**src/rtl/switches_pkg.sv**
```systemverilog
// Shared constants for the switch/button reader: selector codes and result width.
package switches_pkg;

  localparam int unsigned RESULT_W = 16;

  localparam logic [1:0] SEL_SW  = 2'd0;
  localparam logic [1:0] SEL_BTN = 2'd1;
  localparam logic [1:0] SEL_EVT = 2'd2;
  localparam logic [1:0] SEL_RAW = 2'd3;

endpackage

```
**src/rtl/input_debouncer.sv**
```systemverilog
// Two-flop synchronizer, sample prescaler and per-bit history debouncer for a bus of pad inputs.
module input_debouncer #(
  parameter int unsigned WIDTH          = 1,
  parameter int unsigned SAMPLE_DIV     = 100000,
  parameter int unsigned STABLE_SAMPLES = 4
) (
  input  logic             clock,
  input  logic             reset,
  input  logic [WIDTH-1:0] pad_i,
  output logic [WIDTH-1:0] sync_o,
  output logic [WIDTH-1:0] deb_o,
  output logic [WIDTH-1:0] rise_o
);

  localparam int unsigned CNT_W = (SAMPLE_DIV > 1) ? $clog2(SAMPLE_DIV) : 1;
  localparam logic [CNT_W-1:0] CNT_MAX = CNT_W'(SAMPLE_DIV - 1);

  logic [WIDTH-1:0] sync1_q, sync1_d;
  logic [WIDTH-1:0] sync2_q, sync2_d;
  logic [WIDTH-1:0] deb_q, deb_d;
  logic [CNT_W-1:0] cnt_q, cnt_d;
  logic [STABLE_SAMPLES-1:0] hist_q [WIDTH];
  logic [STABLE_SAMPLES-1:0] hist_d [WIDTH];
  logic tick;

  always_comb begin
    sync1_d = pad_i;
    sync2_d = sync1_q;
    tick    = (cnt_q == CNT_MAX);
    cnt_d   = tick ? '0 : cnt_q + CNT_W'(1);
    deb_d   = deb_q;
    for (int i = 0; i < int'(WIDTH); i++) begin
      hist_d[i] = hist_q[i];
      if (tick) begin
        // Newest sample enters at bit 0; a uniform history decides the level.
        hist_d[i] = {hist_q[i][STABLE_SAMPLES-2:0], sync2_q[i]};
        if (&hist_d[i]) begin
          deb_d[i] = 1'b1;
        end else if (~|hist_d[i]) begin
          deb_d[i] = 1'b0;
        end
      end
    end
  end

  always_ff @(posedge clock) begin
    if (reset) begin
      sync1_q <= '0;
      sync2_q <= '0;
      deb_q   <= '0;
      cnt_q   <= '0;
      for (int i = 0; i < int'(WIDTH); i++) begin
        hist_q[i] <= '0;
      end
    end else begin
      sync1_q <= sync1_d;
      sync2_q <= sync2_d;
      deb_q   <= deb_d;
      cnt_q   <= cnt_d;
      for (int i = 0; i < int'(WIDTH); i++) begin
        hist_q[i] <= hist_d[i];
      end
    end
  end

  assign sync_o = sync2_q;
  assign deb_o  = deb_q;
  assign rise_o = deb_d & ~deb_q;

endmodule

```
**src/rtl/switches_ctrl.sv**
```systemverilog
// Slide-switch / push-button reader with a start/done call interface and sticky press events.
// Optional SWITCHES_CTRL_IRQ_EN adds an irq output that is the registered OR of the event bits.
module switches_ctrl
  import switches_pkg::*;
#(
  parameter int unsigned N_SW           = 16,
  parameter int unsigned N_BTN          = 5,
  parameter int unsigned SAMPLE_DIV     = 100000,
  parameter int unsigned STABLE_SAMPLES = 4
) (
  input  logic                clock,
  input  logic                reset,
  input  logic                start_port,
  input  logic [1:0]          sel,
  input  logic [N_SW-1:0]     sw_pad,
  input  logic [N_BTN-1:0]    btn_pad,
  output logic                done_port,
  output logic [RESULT_W-1:0] return_port
`ifdef SWITCHES_CTRL_IRQ_EN
  ,
  output logic                irq
`endif
);

  logic [N_SW-1:0]  sw_sync, sw_deb, sw_rise;
  logic [N_BTN-1:0] btn_sync, btn_deb, btn_rise;
  logic [N_BTN-1:0] evt_q, evt_d;
  logic             done_q, done_d;
  logic [RESULT_W-1:0] ret_q, ret_d;
  logic [RESULT_W-1:0] sw_deb_ext, sw_sync_ext, btn_deb_ext, evt_ext;

  input_debouncer #(
    .WIDTH          (N_SW),
    .SAMPLE_DIV     (SAMPLE_DIV),
    .STABLE_SAMPLES (STABLE_SAMPLES)
  ) u_sw_deb (
    .clock  (clock),
    .reset  (reset),
    .pad_i  (sw_pad),
    .sync_o (sw_sync),
    .deb_o  (sw_deb),
    .rise_o (sw_rise)
  );

  input_debouncer #(
    .WIDTH          (N_BTN),
    .SAMPLE_DIV     (SAMPLE_DIV),
    .STABLE_SAMPLES (STABLE_SAMPLES)
  ) u_btn_deb (
    .clock  (clock),
    .reset  (reset),
    .pad_i  (btn_pad),
    .sync_o (btn_sync),
    .deb_o  (btn_deb),
    .rise_o (btn_rise)
  );

  // Wide switch banks are truncated to the result width; narrow buses are zero-extended.
  if (N_SW >= RESULT_W) begin : g_sw_trunc
    assign sw_deb_ext  = sw_deb[RESULT_W-1:0];
    assign sw_sync_ext = sw_sync[RESULT_W-1:0];
  end else begin : g_sw_ext
    assign sw_deb_ext  = {{(RESULT_W - N_SW){1'b0}}, sw_deb};
    assign sw_sync_ext = {{(RESULT_W - N_SW){1'b0}}, sw_sync};
  end

  if (N_BTN >= RESULT_W) begin : g_btn_trunc
    assign btn_deb_ext = btn_deb[RESULT_W-1:0];
    assign evt_ext     = evt_q[RESULT_W-1:0];
  end else begin : g_btn_ext
    assign btn_deb_ext = {{(RESULT_W - N_BTN){1'b0}}, btn_deb};
    assign evt_ext     = {{(RESULT_W - N_BTN){1'b0}}, evt_q};
  end

  always_comb begin
    done_d = start_port;
    ret_d  = ret_q;
    evt_d  = evt_q | btn_rise;
    if (start_port) begin
      unique case (sel)
        SEL_SW:  ret_d = sw_deb_ext;
        SEL_BTN: ret_d = btn_deb_ext;
        SEL_EVT: begin
          ret_d = evt_ext;
          // A press landing on the clearing edge survives the clear.
          evt_d = btn_rise;
        end
        SEL_RAW: ret_d = sw_sync_ext;
      endcase
    end
  end

  always_ff @(posedge clock) begin
    if (reset) begin
      evt_q  <= '0;
      done_q <= 1'b0;
      ret_q  <= '0;
    end else begin
      evt_q  <= evt_d;
      done_q <= done_d;
      ret_q  <= ret_d;
    end
  end

  assign done_port   = done_q;
  assign return_port = ret_q;

`ifdef SWITCHES_CTRL_IRQ_EN
  logic irq_q, irq_d;

  assign irq_d = |evt_d;

  always_ff @(posedge clock) begin
    if (reset) begin
      irq_q <= 1'b0;
    end else begin
      irq_q <= irq_d;
    end
  end

  assign irq = irq_q;
`endif

endmodule
```
**config.mk**
```make
export PLATFORM = sky130hd
export DESIGN_NAME = switches_ctrl
export DESIGN_NICKNAME = d
export VERILOG_FILES = /design/src/rtl/switches_pkg.sv /design/src/rtl/input_debouncer.sv /design/src/rtl/switches_ctrl.sv
export SDC_FILE = /design/constraint.sdc
export NUM_CORES = 1
export LEC_CHECK = 0
export BUFFER_PORTS_ARGS = -buffer_cell sky130_fd_sc_hd__buf_2
export CAP_MARGIN = 10
export CORE_ASPECT_RATIO = 0.9
export CORE_MARGIN = 3
export CORE_UTILIZATION = 60
export DETAILED_ROUTE_END_ITERATION = 12
export GPL_ROUTABILITY_DRIVEN = 0
export PLACE_DENSITY = 0.79
export SYNTH_ARGS = -nofsm -noshare
export SYNTH_HDL_FRONTEND = slang
export SYNTH_SLANG_ARGS = --single-unit
export TNS_END_PERCENT = 5
```
**constraint.sdc**
```tcl
create_clock -name clock -period 2.6 [get_ports clock]
set_clock_uncertainty 0.1 [all_clocks]
set_input_delay 0.52 -clock clock [delete_from_list [all_inputs] [get_ports clock]]
set_output_delay 0.52 -clock clock [all_outputs]
set_load 0.005 [all_outputs]
```
After elaboration in Yosys (flattened, before gate mapping)
Memories as Yosys holds them, arrays and structs flattened.
Cells that the tools add are included.
Operators by class
  add/subtract/negate cells: 2
  equality and inequality tests: 21
  mux-type cells: 95
  bitwise logic cells: 24
  reductions and logical operators: 61
Operators with widths (number)
  $mux W4: 42
  $reduce_and A4 Y1: 21
  $reduce_or A4 Y1: 21
  $pmux W16 S4: 1
  $mux W1: 50
  $add A17 B1 Y17 const B: 2
  $eq A17 B17 Y1 const B: 2
  $ne A2 B1 Y1 const B: 16
  $reduce_and A2 Y1: 16
  $or A1 B1 Y1: 21
  $mux W5: 2
  $and A5 B5 Y5: 1
  $not A5 Y5: 1
  $or A5 B5 Y5: 1
  $eq A2 B2 Y1 const B: 2
  $reduce_or A2 Y1: 2
  $eq A2 B1 Y1 const B: 1
  $logic_not A2 Y1: 1
Word-level totals
  flip-flop bits (word level): 119
  RAM bits: 84
  input bits: 26
  output and inout bits: 17
  word-level logic and storage cells: 231
  memories kept: 2
Memories
  u_sw_deb.hist_q: words 16, width 4, read ports 16, clocked after memory_dff 0, wr ports 16, RTL line input_debouncer.sv:22  | logic [STABLE_SAMPLES-1:0] hist_q [WIDTH];
  u_btn_deb.hist_q: words 5, width 4, read ports 5, clocked after memory_dff 0, wr ports 5, RTL line input_debouncer.sv:22

Logic depth before layout (Yosys ltp)
Gate-level depths: netlist of the first run.
An unclocked memory read counts as a cell.
  depth after elaboration: 9
  gate-level depth with buffers: 8
  mapped depth without buffers: 5

Cells and area by module
Synthesis of the first run repeated with hierarchy kept, for this count alone.
Second synthesis, totals
  cell total of the unflattened synthesis: 828
  area, all modules: 7292.0 um2
Modules (own cells, without submodules)
  input_debouncer (u_sw_deb): times used 1, cells an instance 519, area each 4445.5 um2, seq. area each 2262.2 um2
  input_debouncer (u_btn_deb): times used 1, cells an instance 216, area each 1888.1 um2, seq. area each 940.9 um2
  switches_ctrl: times used 1, cells an instance 93, area each 958.4 um2, seq. area each 440.4 um2

Least setup slack after synthesis of the first run
Ideal clock, no wire load.
  path kind: flip-flop to flip-flop
  start point: register u_sw_deb.cnt_q[0]
  end point: memory u_sw_deb.hist_q[2][2], in the netlist u_sw_deb.hist_q[0][10]
  setup time: 0.132 ns
  data arrival time: 1.900 ns
  required time: 2.368 ns
  path slack: 0.468 ns
  cell stages (with the launch flop): 9
  path buffers: 3
  clock period less this slack: 2.132 ns
  path through: dfxtp_1 ha_1 nand4_1 or4_1 clkbuf_1 buf_6 buf_6 nand2_1 a21oi_1
RTL lines
  start, declared: RTL line input_debouncer.sv:21  | logic [CNT_W-1:0] cnt_q, cnt_d;
  start signal, assigned: RTL line input_debouncer.sv:59  | cnt_q <= cnt_d;
  end, declared: RTL line input_debouncer.sv:22

Worst setup path in the final report of the first run
  start point: register u_sw_deb.cnt_q[13]
  end point: register u_sw_deb.cnt_q[9]
On the way
  longest elaborated chain between the ends: 2
RTL lines
  $eq A17 B17 Y1: RTL line input_debouncer.sv:29  | tick = (cnt_q == CNT_MAX);
  $reduce_or A2 Y1 (no source line)
Every way passes these cells.
A chain may end at the register's enable or synchronous reset.

==> impl_metrics.ini, run 1 <==
[finish]
design_area_sq_um = 7680
num-fill-cells = 807
fin_nets = 806
drive_gt1_share_pct = 11.5
final_util_pct = 70.2
areaGrowthSynthToFinish_pct = 12.5
instances_no_fill = 942
antennaDiodeCount = 0

[global_route]
globalRouteMet1Util_pct = 28.6
grt_start_max_net_pins = 81
grt_use_met3_pct = 5.33
grtUsageMet2_pct = 34.6
grt_pass1_wl_um = 22600
grt.busiest_layer = met2
overflow = 0
grt_pass1_vias = 4962
antenna_found_initial = 0
grt_use_total_pct = 21.7

[worst_setup_path]
crit_arrival_ns = 2.48
r2r-start = u_sw_deb.cnt_q[13]
critPathRequiredTime_ns = 2.79
cp_max_fo = 17
critPathCaptureType = register
critical_path.cell_chain = or4_4, or4_1, nand2b_1, nor2_1
crit_path_top_delay_cell = or4_4
r2r_slack_ns = 0.31
rr_worst_depth = 4
criticalPathCategory = reg2reg
r2r_end = u_sw_deb.cnt_q[9]
critPathMaxStageDelay_ns = 0.57
critPathLaunchType = register

[synthesis]
synthSimpleGateAreaFrac_pct = 23.9
ys_warn_count = 0
muxShareOfSynthArea_pct = 2.38
synthesis.nets = 781
synth_flop_cell = dfxtp_1
synth_top_family_by_area = simple AND/OR/NAND/NOR gates
synth_cell_types = 39
synthAdderAreaFrac_pct = 0.366
seq_area_frac_synth_pct = 53.4
syn_avg_cell_area_sq_um = 9.07
syn_area_sq_um = 6830
synth_compound_area_share_pct = 12.8
yosys_register_bits = 182
async_reset_ff_share_pct = 0
synth-edff-count = 0
synth_cells = 753
synth_xor_area_share_pct = 3.72

[hold_path]
hp-class = in2reg
whs_endpoint = u_btn_deb.sync1_q[2]
hold_depth = 2
min_from = btn_pad[2]

[sta]
setup_ws_ns = 0.309
setup_viol = 0
period_needed_ns = 2.29
rsz0062_at_grt = no
whs_ns = 0.202
fmax_ghz = 0.437
finalHoldViolations = 0
slew_headroom_pct = 59.7
finalMaxSlewViolations = 0
worst_pin_slew_ns = 0.605
fin_crit_sh_pct = 88.1
fin_setup_tns_ns = 0

[floorplanning]
num_rows = 36
start_util_pct = 62.4
die_w_um = 118
dieHeight_um = 107
core_sq_um = 10900
die_area_sq_um = 12700
io_pins = 43

[drt]
vias = 5287
drc = 0
wl_um = 12900
drt_iter0_drc = 457
firstDrtPassIters = 5
viasPerCell = 5.61
antenna_left = 0
post_drt_wl_per_cell_um = 13.7

[placed_design]
dp_cells = 911
dp.final_hpwl_um = 8070
portBuffers = 42
dpl-instance-area_sq_um = 7100
place_ws_ns = 0.300

[status]
outcome = complete, no violations

[clock_network]
hold_buffers = 0
cts_resized = 0
worstSkewPairLatency_ns = 0.42
path_clk_slew_ns = 0.06
cts_tree = done
clockRootBuffer = clkbuf_16
cts_setup_buffers = 0
clock-sinks = 182
cts_buffer_depth = 2
cts_htree_levels = 4
cts_buffers = 17

[pwr]
power_mw = 5.51
powerDensity_nw_per_um2 = 718
p_leak_nw = 2.63
peakVddDrop_mv = 0.492

[job]
drv_cap = 0
==> placed cells by master (no fill, tap or decap), types with 9 or more instances in the layout <==
| master | Yosys | routed |
|---|---|---|
| buf_2 | 4 | 41 |
| and4_1 | 18 | 18 |
| nand2_1 | 141 | 141 |
| a21oi_1 | 90 | 90 |
| xnor2_1 | 23 | 23 |
| nor4_1 | 24 | 24 |
| buf_4 | 1 | 9 |
| nor3_1 | 9 | 9 |
| a211oi_1 | 27 | 27 |
| nor2_1 | 55 | 55 |
| clkbuf_16 | 0 | 17 |
| nand4_1 | 16 | 16 |
| nor2b_1 | 43 | 43 |
| a22oi_1 | 11 | 11 |
| dfxtp_1 | 182 | 182 |
| nand3_1 | 10 | 10 |
==> registers in the layout, summed over array words and instances (netlist names), 15 cells and up <==
signal / flops
u_sw_deb.hist_q: 48
u_sw_deb.sync_o: 16
return_port: 16
u_sw_deb.deb_o: 16
u_btn_deb.hist_q: 15
u_sw_deb.cnt_q: 17
u_btn_deb.cnt_q: 17
u_sw_deb.sync1_q: 16
==> power breakdown <==
group	leakage [nW]	switching [mW]	internal, mW
sequential	1.48	0.0303	2.84
combinational	0.862	0.0954	0.0682
clock	0.286	1.00	1.48
total	2.63	1.13	4.38
==> cell families after synthesis <==
logic type / after synthesis
simple gates: 329
flops: 182
compound gates: 148
buf+inv: 53
xor+xnor: 29
mux: 10
fa+ha+maj: 2
==> final cells by class <==
class                           instances  area [sq um]  area share [%]
Inverter                                8          30.0           0.391
Clock buffer                           22           474            6.17
Tap cell                              152           190            2.48
Sequential cell                       182          3640            47.4
Multi-Input combinational cell        518          2950            38.4
Timing Repair Buffer                   51           293            3.81
Clock inverter                          9           101            1.32
==> worst max-delay path, delay by kind of cell, from the launching register on <==
| family | cells | cell delay, ns |
|---|---|---|
| and+or+nand+nor | 4 | 1.71 |
| DFF | 1 | 0.35 |
==> cells in the mapped netlist, types with 11 or more instances <==
cell	instances	area, sq um
and4_1	18	158
dfxtp_1	182	3640
nand4_1	16	100
a22oi_1	11	82.6
a211oi_1	27	203
nand2_1	141	529
a21oi_1	90	450
nor2_1	55	206
clkbuf_1	35	131
xnor2_1	23	201
nor2b_1	43	269
nor4_1	24	150
==> worst max-delay path by stage <==
stage                       start                endpoint  slack, ns
6_report       u_sw_deb.cnt_q[13]       u_sw_deb.cnt_q[9]       0.31
5_1_grt        u_sw_deb.cnt_q[13]      u_sw_deb.cnt_q[13]       0.17
4_1_cts        u_sw_deb.cnt_q[13]       u_sw_deb.cnt_q[5]       0.30
2_1_floorplan   u_sw_deb.cnt_q[0]  u_sw_deb.hist_q[0][10]       0.47
3_3_place_gp   u_sw_deb.cnt_q[13]      u_sw_deb.cnt_q[14]       0.39
3_5_place_dp   u_sw_deb.cnt_q[13]       u_sw_deb.cnt_q[9]       0.30
==> metal layers <==
layer,vias up,wire length (um)
li1,2676,-
met1,2470,6070
met2,123,6070
met3,18,537
met4,0,197
met5,-,0
Note: power is estimated with default switching activity, not from simulation.
==> inputs of run 2 (changes only) <==
--- a/config.mk
+++ b/config.mk
@@ -8,10 +8,12 @@
 export BUFFER_PORTS_ARGS = -buffer_cell sky130_fd_sc_hd__buf_2
 export CAP_MARGIN = 10
+export CELL_PAD_IN_SITES_DETAIL_PLACEMENT = 1
+export CELL_PAD_IN_SITES_GLOBAL_PLACEMENT = 1
 export CORE_ASPECT_RATIO = 0.9
-export CORE_MARGIN = 3
-export CORE_UTILIZATION = 60
+export CORE_MARGIN = 4
+export CORE_UTILIZATION = 46
 export DETAILED_ROUTE_END_ITERATION = 12
 export GPL_ROUTABILITY_DRIVEN = 0
-export PLACE_DENSITY = 0.79
+export PLACE_DENSITY_LB_ADDON = 0.1
 export SYNTH_ARGS = -nofsm -noshare
 export SYNTH_HDL_FRONTEND = slang
--- a/constraint.sdc
+++ b/constraint.sdc
@@ -3,3 +3,3 @@
 set_input_delay 0.52 -clock clock [delete_from_list [all_inputs] [get_ports clock]]
 set_output_delay 0.52 -clock clock [all_outputs]
-set_load 0.005 [all_outputs]
+set_load 0.1 [all_outputs]
==> run 2 against run 1 <==
  * Core utilization is 15 points lower
  * Fmax is 2.1% lower
  * Non-clock buffer count is 1 higher
  * Clock-buffer cell count is 3 lower
  * Sequential power hardly changed
  * Clock power is 10% higher
  * Total power is 6.1% higher
==> impl_metrics.ini, run 2 (synthesis gave the netlist of run 1 again) <==
[status]
outcome = complete, no violations

[worst_setup_path]
cp_max_fo = 80
critPathRequiredTime_ns = 2.81
critPathLaunchType = register
endpoint = u_sw_deb.deb_o[9]
rr_worst_depth = 7
criticalPathCategory = reg2reg
critPathCaptureType = register
crit_path_top_delay_cell = dfxtp_1
r2r_slack_ns = 0.26
r2r_end = u_sw_deb.deb_o[9]
setup.worst_path.start = u_sw_deb.cnt_q[0]
r2r-start = u_sw_deb.cnt_q[0]
crit_arrival_ns = 2.55
critPathMaxStageDelay_ns = 0.37
critical_path.cell_chain = ha_1, nand4_1, buf_4, nor4_4, buf_12, a21oi_1, a211oi_1

[floorplanning]
start_util_pct = 47.9
num_rows = 41
die_w_um = 136
io_pins = 43
core_sq_um = 14300
die_area_sq_um = 16900
dieHeight_um = 124

[drt]
antenna_left = 0
post_drt_wl_per_cell_um = 15.8
drt_iter0_drc = 243
wl_um = 15500
firstDrtPassIters = 4
vias = 5407
viasPerCell = 5.49
drc = 0

[finish]
largest_reg_flops = 48
largestRegisters = u_sw_deb.hist_q: 48 flops, u_btn_deb.cnt_q: 17 flops, u_sw_deb.cnt_q: 17 flops
areaGrowthSynthToFinish_pct = 14.3
regMostFlops = u_sw_deb.hist_q
final_common_cell = dfxtp_1
drive_gt1_share_pct = 12.0
mostFrequentLayoutCells = dfxtp_1 (182), nand2_1 (141), a21oi_1 (90)
antennaDiodeCount = 0
fin_nets = 807

[clock_network]
cts_htree_levels = 4
cts_buffers = 17
cts_buffer_depth = 2
worstSkewPairLatency_ns = 0.43
cts_resized = 0
cts_setup_buffers = 0
clock-sinks = 182
hold_buffers = 0
clockRootBuffer = clkbuf_16
path_clk_slew_ns = 0.07
cts_tree = done

[job]
drv_cap = 0

[sta]
worst_pin_slew_ns = 0.595
fin_crit_sh_pct = 90.0
rsz0062_at_grt = no
fin_setup_tns_ns = 0
fmax_ghz = 0.427
finalHoldViolations = 0
setup_ws_ns = 0.260
period_needed_ns = 2.34
finalMaxSlewViolations = 0
setup_viol = 0
slew_headroom_pct = 60.4

[pwr]
peakVddDrop_mv = 0.500
p_leak_nw = 2.66
powerDensity_nw_per_um2 = 749

[global_route]
grt_pass1_wl_um = 25900
antenna_found_initial = 0
grt_use_total_pct = 19.3
overflow = 0
grt_pass1_vias = 5414
grt_start_max_net_pins = 81

[placed_design]
dp.final_hpwl_um = 9870
portBuffers = 42
place_ws_ns = 0.361

[hold_path]
hp-class = in2reg
run 2: critical path, delay by kind of cell, from the launching register on:
kind / cells / cell delay [ns]
compound gates: 2 / 0.47
flops: 1 / 0.37
buf+inv: 2 / 0.54
simple gates: 2 / 0.48
fa+ha+maj: 1 / 0.22
run 2: layout make-up:
| class | instances | area [sq um] |
|---|---|---|
| Clock buffer | 19 | 453 |
| Timing Repair Buffer | 52 | 313 |
| Tap cell | 193 | 241 |
| Clock inverter | 13 | 178 |
| Fill cell | 1649 | 6450 |
| Sequential cell | 182 | 3640 |
| Inverter | 8 | 30.0 |
| Multi-Input combinational cell | 518 | 2950 |
run 2: per-layer routing:
layer	GRT usage (%)	share of wire [%]	vias to the layer above
li1	-	-	2674
met1	24.5	47	2648
met2	32.6	48	69
met3	4.73	3.3	16
met5	0	0	-
met4	6.30	1.4	0
run 2: stage by stage:
step | hold WS, ns | instances | power [mW] | instance area [sq um] | util [%]
6_report | 0.199 | 985 | 5.85 | 7810 | 54.7
5_1_grt | 0.194 | 985 | 6.08 | 7810 | 54.7
4_1_cts | 0.177 | 985 | 5.93 | 7810 | 54.7
3_5_place_dp | 0.331 | 953 | 3.18 | 7180 | 50.3
3_3_place_gp | 0.317 | 953 | 3.17 | 7180 | 50.3
2_1_floorplan | 0.314 | 753 | 3.11 | 6830 | -
run 2: how the worst min path moves through the flow:
| stage | from | end | depth (start not counted) |
|---|---|---|---|
| finish | btn_pad[3] | u_btn_deb.sync1_q[3] | 2 |
| floorplan | u_btn_deb.sync1_q[0] | u_btn_deb.sync_o[0] | 1 |
| global placement | u_btn_deb.sync1_q[4] | u_btn_deb.sync_o[4] | 1 |
| global route | sw_pad[4] | u_sw_deb.sync1_q[4] | 2 |
| detailed placement | u_sw_deb.sync1_q[10] | u_sw_deb.sync_o[10] | 1 |
| CTS | btn_pad[3] | u_btn_deb.sync1_q[3] | 2 |
run 2: power breakdown:
group | switching (mW) | internal, mW
sequential | 0.0309 | 2.84
clock | 1.08 | 1.66
combinational | 0.177 | 0.0716
total | 1.29 | 4.56
